==> src/rtl/arm_pkg.sv <==
// rtl/arm_pkg.sv - shared ARM pipeline definitions: widths, EXE_CMD encodings, control bundle
package arm_pkg;

    localparam int DATA_W_DEF     = 32;
    localparam int REG_ADDR_W_DEF = 4;
    localparam int EXE_CMD_W      = 4;
    localparam int SHIFT_OP_W     = 12;
    localparam int SIMM_W         = 24;

    // ALU command encodings; CMP/TST/LDR/STR reuse SUB/AND/ADD codes
    localparam logic [EXE_CMD_W-1:0] EXE_NOP = 4'b0000;
    localparam logic [EXE_CMD_W-1:0] EXE_MOV = 4'b0001;
    localparam logic [EXE_CMD_W-1:0] EXE_ADD = 4'b0010;
    localparam logic [EXE_CMD_W-1:0] EXE_ADC = 4'b0011;
    localparam logic [EXE_CMD_W-1:0] EXE_SUB = 4'b0100;
    localparam logic [EXE_CMD_W-1:0] EXE_SBC = 4'b0101;
    localparam logic [EXE_CMD_W-1:0] EXE_AND = 4'b0110;
    localparam logic [EXE_CMD_W-1:0] EXE_ORR = 4'b0111;
    localparam logic [EXE_CMD_W-1:0] EXE_EOR = 4'b1000;
    localparam logic [EXE_CMD_W-1:0] EXE_MVN = 4'b1001;

    typedef struct packed {
        logic                 wb_en;
        logic                 mem_read;
        logic                 mem_write;
        logic                 b;
        logic                 s;
        logic [EXE_CMD_W-1:0] exe_cmd;
    } ctrl_t;

    localparam int CTRL_W = $bits(ctrl_t);

endpackage

==> src/rtl/pipe_reg.sv <==
// rtl/pipe_reg.sv - clearable, enabled pipeline register with async active-high reset
module pipe_reg #(
    parameter int W = 1
) (
    input  logic         clk,
    input  logic         rst,
    input  logic         clr,
    input  logic         en,
    input  logic [W-1:0] d,
    output logic [W-1:0] q
);

    logic [W-1:0] q_q;
    logic [W-1:0] q_d;

    // clr beats en so a squash still lands while the stage is stalled
    always_comb begin
        q_d = q_q;
        if (clr) begin
            q_d = '0;
        end else if (en) begin
            q_d = d;
        end
    end

    always_ff @(posedge clk or posedge rst) begin
        if (rst) begin
            q_q <= '0;
        end else begin
            q_q <= q_d;
        end
    end

    assign q = q_q;

endmodule

==> src/rtl/id_stage_reg.sv <==
// rtl/id_stage_reg.sv - ID/EXE pipeline register: flush squashes to a bubble, freeze holds
module id_stage_reg
    import arm_pkg::*;
#(
    parameter int DATA_W     = DATA_W_DEF,
    parameter int REG_ADDR_W = REG_ADDR_W_DEF
) (
    input  logic                  clk,
    input  logic                  rst,
    input  logic                  flush,
    input  logic                  freeze,
    input  logic                  wb_en_in,
    input  logic                  mem_read_in,
    input  logic                  mem_write_in,
    input  logic                  b_in,
    input  logic                  s_in,
    input  logic [EXE_CMD_W-1:0]  exe_cmd_in,
    input  logic [DATA_W-1:0]     pc_in,
    input  logic [DATA_W-1:0]     val_rn_in,
    input  logic [DATA_W-1:0]     val_rm_in,
    input  logic                  imm_in,
    input  logic [SHIFT_OP_W-1:0] shift_operand_in,
    input  logic [SIMM_W-1:0]     signed_imm_24_in,
    input  logic [REG_ADDR_W-1:0] dest_in,
    input  logic [REG_ADDR_W-1:0] src1_in,
    input  logic [REG_ADDR_W-1:0] src2_in,
    input  logic                  carry_in,
    output logic                  wb_en_out,
    output logic                  mem_read_out,
    output logic                  mem_write_out,
    output logic                  b_out,
    output logic                  s_out,
    output logic [EXE_CMD_W-1:0]  exe_cmd_out,
    output logic [DATA_W-1:0]     pc_out,
    output logic [DATA_W-1:0]     val_rn_out,
    output logic [DATA_W-1:0]     val_rm_out,
    output logic                  imm_out,
    output logic [SHIFT_OP_W-1:0] shift_operand_out,
    output logic [SIMM_W-1:0]     signed_imm_24_out,
    output logic [REG_ADDR_W-1:0] dest_out,
    output logic [REG_ADDR_W-1:0] src1_out,
    output logic [REG_ADDR_W-1:0] src2_out,
    output logic                  carry_out,
    output logic                  valid_out
);

    localparam int FIELD_W = 1 + SHIFT_OP_W + SIMM_W + 1;

    ctrl_t               ctrl_in;
    ctrl_t               ctrl_out;
    logic                load_en;
    logic [FIELD_W-1:0]  field_out;
    logic [3*DATA_W-1:0] data_out;
    logic [3*REG_ADDR_W-1:0] regs_out;

    assign load_en = ~freeze;

    always_comb begin
        ctrl_in           = '0;
        ctrl_in.wb_en     = wb_en_in;
        ctrl_in.mem_read  = mem_read_in;
        ctrl_in.mem_write = mem_write_in;
        ctrl_in.b         = b_in;
        ctrl_in.s         = s_in;
        ctrl_in.exe_cmd   = exe_cmd_in;
    end

    pipe_reg #(.W(CTRL_W)) u_ctrl (
        .clk (clk),
        .rst (rst),
        .clr (flush),
        .en  (load_en),
        .d   (ctrl_in),
        .q   (ctrl_out)
    );

    pipe_reg #(.W(3*DATA_W)) u_data (
        .clk (clk),
        .rst (rst),
        .clr (flush),
        .en  (load_en),
        .d   ({pc_in, val_rn_in, val_rm_in}),
        .q   (data_out)
    );

    pipe_reg #(.W(FIELD_W)) u_field (
        .clk (clk),
        .rst (rst),
        .clr (flush),
        .en  (load_en),
        .d   ({imm_in, shift_operand_in, signed_imm_24_in, carry_in}),
        .q   (field_out)
    );

    pipe_reg #(.W(3*REG_ADDR_W)) u_regs (
        .clk (clk),
        .rst (rst),
        .clr (flush),
        .en  (load_en),
        .d   ({dest_in, src1_in, src2_in}),
        .q   (regs_out)
    );

    // Every load is a real instruction; reset and flush leave a zero, i.e. a bubble
    pipe_reg #(.W(1)) u_valid (
        .clk (clk),
        .rst (rst),
        .clr (flush),
        .en  (load_en),
        .d   (1'b1),
        .q   (valid_out)
    );

    assign wb_en_out     = ctrl_out.wb_en;
    assign mem_read_out  = ctrl_out.mem_read;
    assign mem_write_out = ctrl_out.mem_write;
    assign b_out         = ctrl_out.b;
    assign s_out         = ctrl_out.s;
    assign exe_cmd_out   = ctrl_out.exe_cmd;

    assign {pc_out, val_rn_out, val_rm_out} = data_out;
    assign {imm_out, shift_operand_out, signed_imm_24_out, carry_out} = field_out;
    assign {dest_out, src1_out, src2_out} = regs_out;

endmodule
==> config.mk <==
export PLATFORM = sky130hd
export DESIGN_NAME = id_stage_reg
export DESIGN_NICKNAME = d
export VERILOG_FILES = /design/src/rtl/arm_pkg.sv /design/src/rtl/pipe_reg.sv /design/src/rtl/id_stage_reg.sv
export SDC_FILE = /design/constraint.sdc
export NUM_CORES = 1
export LEC_CHECK = 0
export CORE_UTILIZATION = 40
export CTS_BUF_LIST = sky130_fd_sc_hd__clkbuf_16
export DETAILED_ROUTE_END_ITERATION = 12
export DONT_BUFFER_PORTS = 1
export PLACE_DENSITY = 0.58
export SYNTH_ARGS = -nofsm -noshare
export SYNTH_HDL_FRONTEND = slang
export SYNTH_HIERARCHICAL = 1
export SYNTH_SLANG_ARGS = --single-unit
export TNS_END_PERCENT = 20
==> constraint.sdc <==
create_clock -name clk -period 2.7 [get_ports clk]
set_input_delay 0.27 -clock clk [delete_from_list [all_inputs] [get_ports clk]]
set_output_delay 0.27 -clock clk [all_outputs]
set_load 0.01 [all_outputs]
==> metrics.txt <==
# TYPE chip_impl_metric gauge
chip_impl_info{name="outcome",value="finished, final reports clean"} 1
chip_impl_metric{name="syn-instance-count",unit=""} 509
chip_impl_metric{name="synthToLayoutAreaGrowth",unit="%"} 17.3
chip_impl_metric{name="synthDistinctLibCells",unit=""} 12
chip_impl_metric{name="detailedRoute.firstIterationViolations",unit=""} 123
chip_impl_metric{name="post_synth_mux_area_share",unit=""} 0.245
chip_impl_metric{name="tritoncts.num_buffers",unit=""} 17
chip_impl_metric{name="firstDrtPassIters",unit=""} 7
chip_impl_metric{name="grt_start_max_net_pins",unit=""} 133
chip_impl_metric{name="antenna_violating_nets_post_route",unit=""} 0
chip_impl_info{name="crit_path_end_kind",value="flop"} 1
chip_impl_metric{name="post_synth_instance_area",unit="sq um"} 6370
chip_impl_metric{name="slew_viol_final",unit=""} 0
chip_impl_metric{name="setup.reg_to_reg.worst_slack",unit="ns"} 1.38
chip_impl_metric{name="groute.usage.overall",unit=""} 0.177
chip_impl_metric{name="io_pins",unit=""} 315
chip_impl_metric{name="cts_setup_buffers",unit=""} 0
chip_impl_metric{name="place_hpwl",unit="mm"} 10.1
chip_impl_metric{name="post_synth.cell_area_avg",unit="sq um"} 12.5
chip_impl_metric{name="finalWorstPathRequiredPeriod",unit="ns"} 1.71
chip_impl_info{name="highest_count_cells_in_the_layout_ignoring_fill_and_taps",value="mux2i_1, nor2_1, dfrtp_1, dlygate4sd3_1, clkbuf_16"} 1
chip_impl_metric{name="gp_routability_congestion",unit=""} 0.726
chip_impl_metric{name="vias_per_cell",unit=""} 5.08
chip_impl_metric{name="first_global_vias",unit=""} 4044
chip_impl_metric{name="worstMarginPinSlew",unit="ns"} 0.620
chip_impl_metric{name="synth_adder_area_share",unit=""} 0
chip_impl_metric{name="insertion_delay",unit="ns"} 0.41
chip_impl_metric{name="final-hold-violation-count",unit=""} 0
chip_impl_metric{name="finalNetCount",unit=""} 710
chip_impl_info{name="critPathCapture",value="u_data/q[13]"} 1
chip_impl_metric{name="antenna_cells_inserted",unit=""} 0
chip_impl_metric{name="power_dens_cells",unit="nW/um^2"} 705
chip_impl_metric{name="r2r.worst_path.cells",unit=""} 3
chip_impl_metric{name="cts.reportedPaths.clkPinSlew",unit="ns"} 0.06
chip_impl_info{name="worst_r2r_dst",value="u_data/q[13]"} 1
chip_impl_info{name="worstSetupPathType",value="in -> reg"} 1
chip_impl_metric{name="critical_path_required",unit="ns"} 2.99
chip_impl_metric{name="design_power_total",unit="mW"} 5.27
chip_impl_metric{name="synth.net_count",unit=""} 668
chip_impl_info{name="worstSetupStartpointType",value="input port"} 1
chip_impl_metric{name="max-cap-violations",unit=""} 0
chip_impl_metric{name="worst-endpoint-arrival",unit="ns"} 2.00
chip_impl_metric{name="ys.warnings.count",unit=""} 6
chip_impl_metric{name="core_area",unit="sq um"} 15400
chip_impl_metric{name="dieWidth",unit="um"} 128
chip_impl_metric{name="clock_sink_count",unit=""} 156
chip_impl_metric{name="grt_overflow_total",unit=""} 0
chip_impl_metric{name="fillers",unit=""} 1346
chip_impl_metric{name="max_freq",unit="MHz"} 585
chip_impl_metric{name="finalHoldWorstSlack",unit="ns"} 0.0246
chip_impl_info{name="worst_setup_path_startpoint",value="freeze"} 1
chip_impl_metric{name="vdd_ir_drop_max",unit="mV"} 0.400
chip_impl_metric{name="std_cell_rows",unit=""} 45
chip_impl_metric{name="dieArea",unit="sq um"} 16400
chip_impl_metric{name="synth-seq-cells",unit=""} 156
chip_impl_metric{name="floorplan.initialDensity",unit=""} 0.414
chip_impl_info{name="clock_tree_from_tritoncts",value="done"} 1
chip_impl_metric{name="route.vias.total",unit=""} 3921
chip_impl_metric{name="synth_xor_xnor_area_share",unit=""} 0
chip_impl_metric{name="min_path_cells",unit=""} 2
chip_impl_metric{name="drive_above_1_share",unit=""} 0.0588
chip_impl_metric{name="setup-violations-final",unit=""} 0
chip_impl_metric{name="drc",unit=""} 0
chip_impl_metric{name="avgRoutedWirePerCell",unit="um"} 19.3
chip_impl_info{name="worstHoldPathType",value="in -> reg"} 1
chip_impl_info{name="combinational_family_with_the_most_area_after_synthesis",value="multiplexers"} 1
chip_impl_metric{name="ctsLongestPathBuffers",unit=""} 2
chip_impl_metric{name="proportion_of_synthesized_chip_area_in_sequential_cells",unit=""} 0.613
chip_impl_metric{name="synth_simple_gate_area_frac",unit=""} 0.0919
chip_impl_metric{name="clock_tree.htree_level_count",unit=""} 4
chip_impl_metric{name="finClkSkew",unit="ns"} 0
chip_impl_metric{name="die_extent_in_y",unit="um"} 128
chip_impl_info{name="cts-root-buf",value="clkbuf_16"} 1
chip_impl_metric{name="grt_pass1_wl",unit="mm"} 21.8
chip_impl_metric{name="synth_compound_area_frac",unit=""} 0
chip_impl_info{name="unrepaired_setup_endpoints_after_global_routing",value="no"} 1
chip_impl_metric{name="totalWireLength",unit="mm"} 14.9
chip_impl_metric{name="timing.critical_path.fanout_max",unit=""} 71
chip_impl_metric{name="final.period_utilization",unit=""} 0.633
chip_impl_metric{name="grt_antenna_before_repair",unit=""} 0
chip_impl_info{name="timing.rr.start",value="u_data/q[13]"} 1
chip_impl_metric{name="timing.max_slew.rel_slack",unit=""} 0.586
chip_impl_metric{name="final.setup.tns",unit="ns"} 0
chip_impl_metric{name="power.static_leakage",unit="nW"} 3.87
chip_impl_metric{name="port_buffers",unit=""} 0
[worst max-delay path, stage by stage]
cell and delay (ns):
inv_8 0.28, buf_12 0.42, mux2i_1 0.26, nor2_1 0.07, dlygate4sd3_1 0.56
[worst min path at each step]
stage | from | endpoint | slack (ns)
final | signed_imm_24_in[18] | u_field/q[19] | 0.02
after global routing | val_rn_in[6] | u_data/q[38] | 0.002
after CTS | shift_operand_in[2] | u_field/q[27] | 0.0006
after detailed placement | rst | u_valid/q | 0.007
after global placement | rst | u_valid/q | 0.003
after floorplan | rst | u_valid/q | -0.001
[kinds of logic after synthesis]
| group | Yosys count |
|---|---|
| other | 1 |
| and+or+nand+nor | 156 |
| buffers and inverters | 40 |
| muxes | 156 |
| DFF | 156 |
[state kept, by name (all words and copies together) (netlist names)]
name       cells
u_field/q     38
u_data/q      96
u_valid/q      1
u_ctrl/q       9
u_regs/q      12
[through the flow]
step | std cells | setup slack [ns] | area, sq um | util
5_1_grt | 772 | 0.968 | 7470 | 0.486
3_3_place_gp | 692 | 1.13 | 6410 | 0.417
3_5_place_dp | 692 | 1.09 | 6410 | 0.417
6_report | 772 | 0.991 | 7470 | 0.486
4_1_cts | 772 | 1.09 | 7470 | 0.486
2_1_floorplan | 509 | 1.30 | 6370 | -
[layer usage]
layer	vias up	wire, um	GRT usage
met1	1929	5520	0.186
met5	-	0	0
li1	1754	-	-
met4	0	238	0.0685
met2	216	7710	0.316
met3	22	1440	0.0689
[where the power goes]
group	switching (mW)	internal [mW]
combinational	0.227	0.200
sequential	0.171	2.47
clock	0.877	1.32
[cell usage after synthesis (all sizes together)]
cell    count  area (sq um)
buf        24           254
inv         6          22.5
conb        1          3.75
dfrtp     156          3900
nor2      156           586
mux2i     156          1560
clkbuf     10          37.5
[what timing repair did]
| action | CTS | global route |
|---|---|---|
| endpoints found under the hold margin | 235 | 0 |
| setup endpoints to repair | 0 | 0 |
| resized for setup | 0 | 0 |
| hold buffers | 51 | 0 |
[area by class of cell]
cell class / count / area, sq um / area share
flip-flops and latches: 156 / 3900 / 0.522
clock buffers: 17 / 425 / 0.0569
inverters: 6 / 33.8 / 0.00452
multi-input cells: 313 / 2150 / 0.288
well taps: 211 / 264 / 0.0353
repair buffers: 57 / 586 / 0.0784
clock inverters: 12 / 110 / 0.0147
Power figures use the tool's default switching activity.
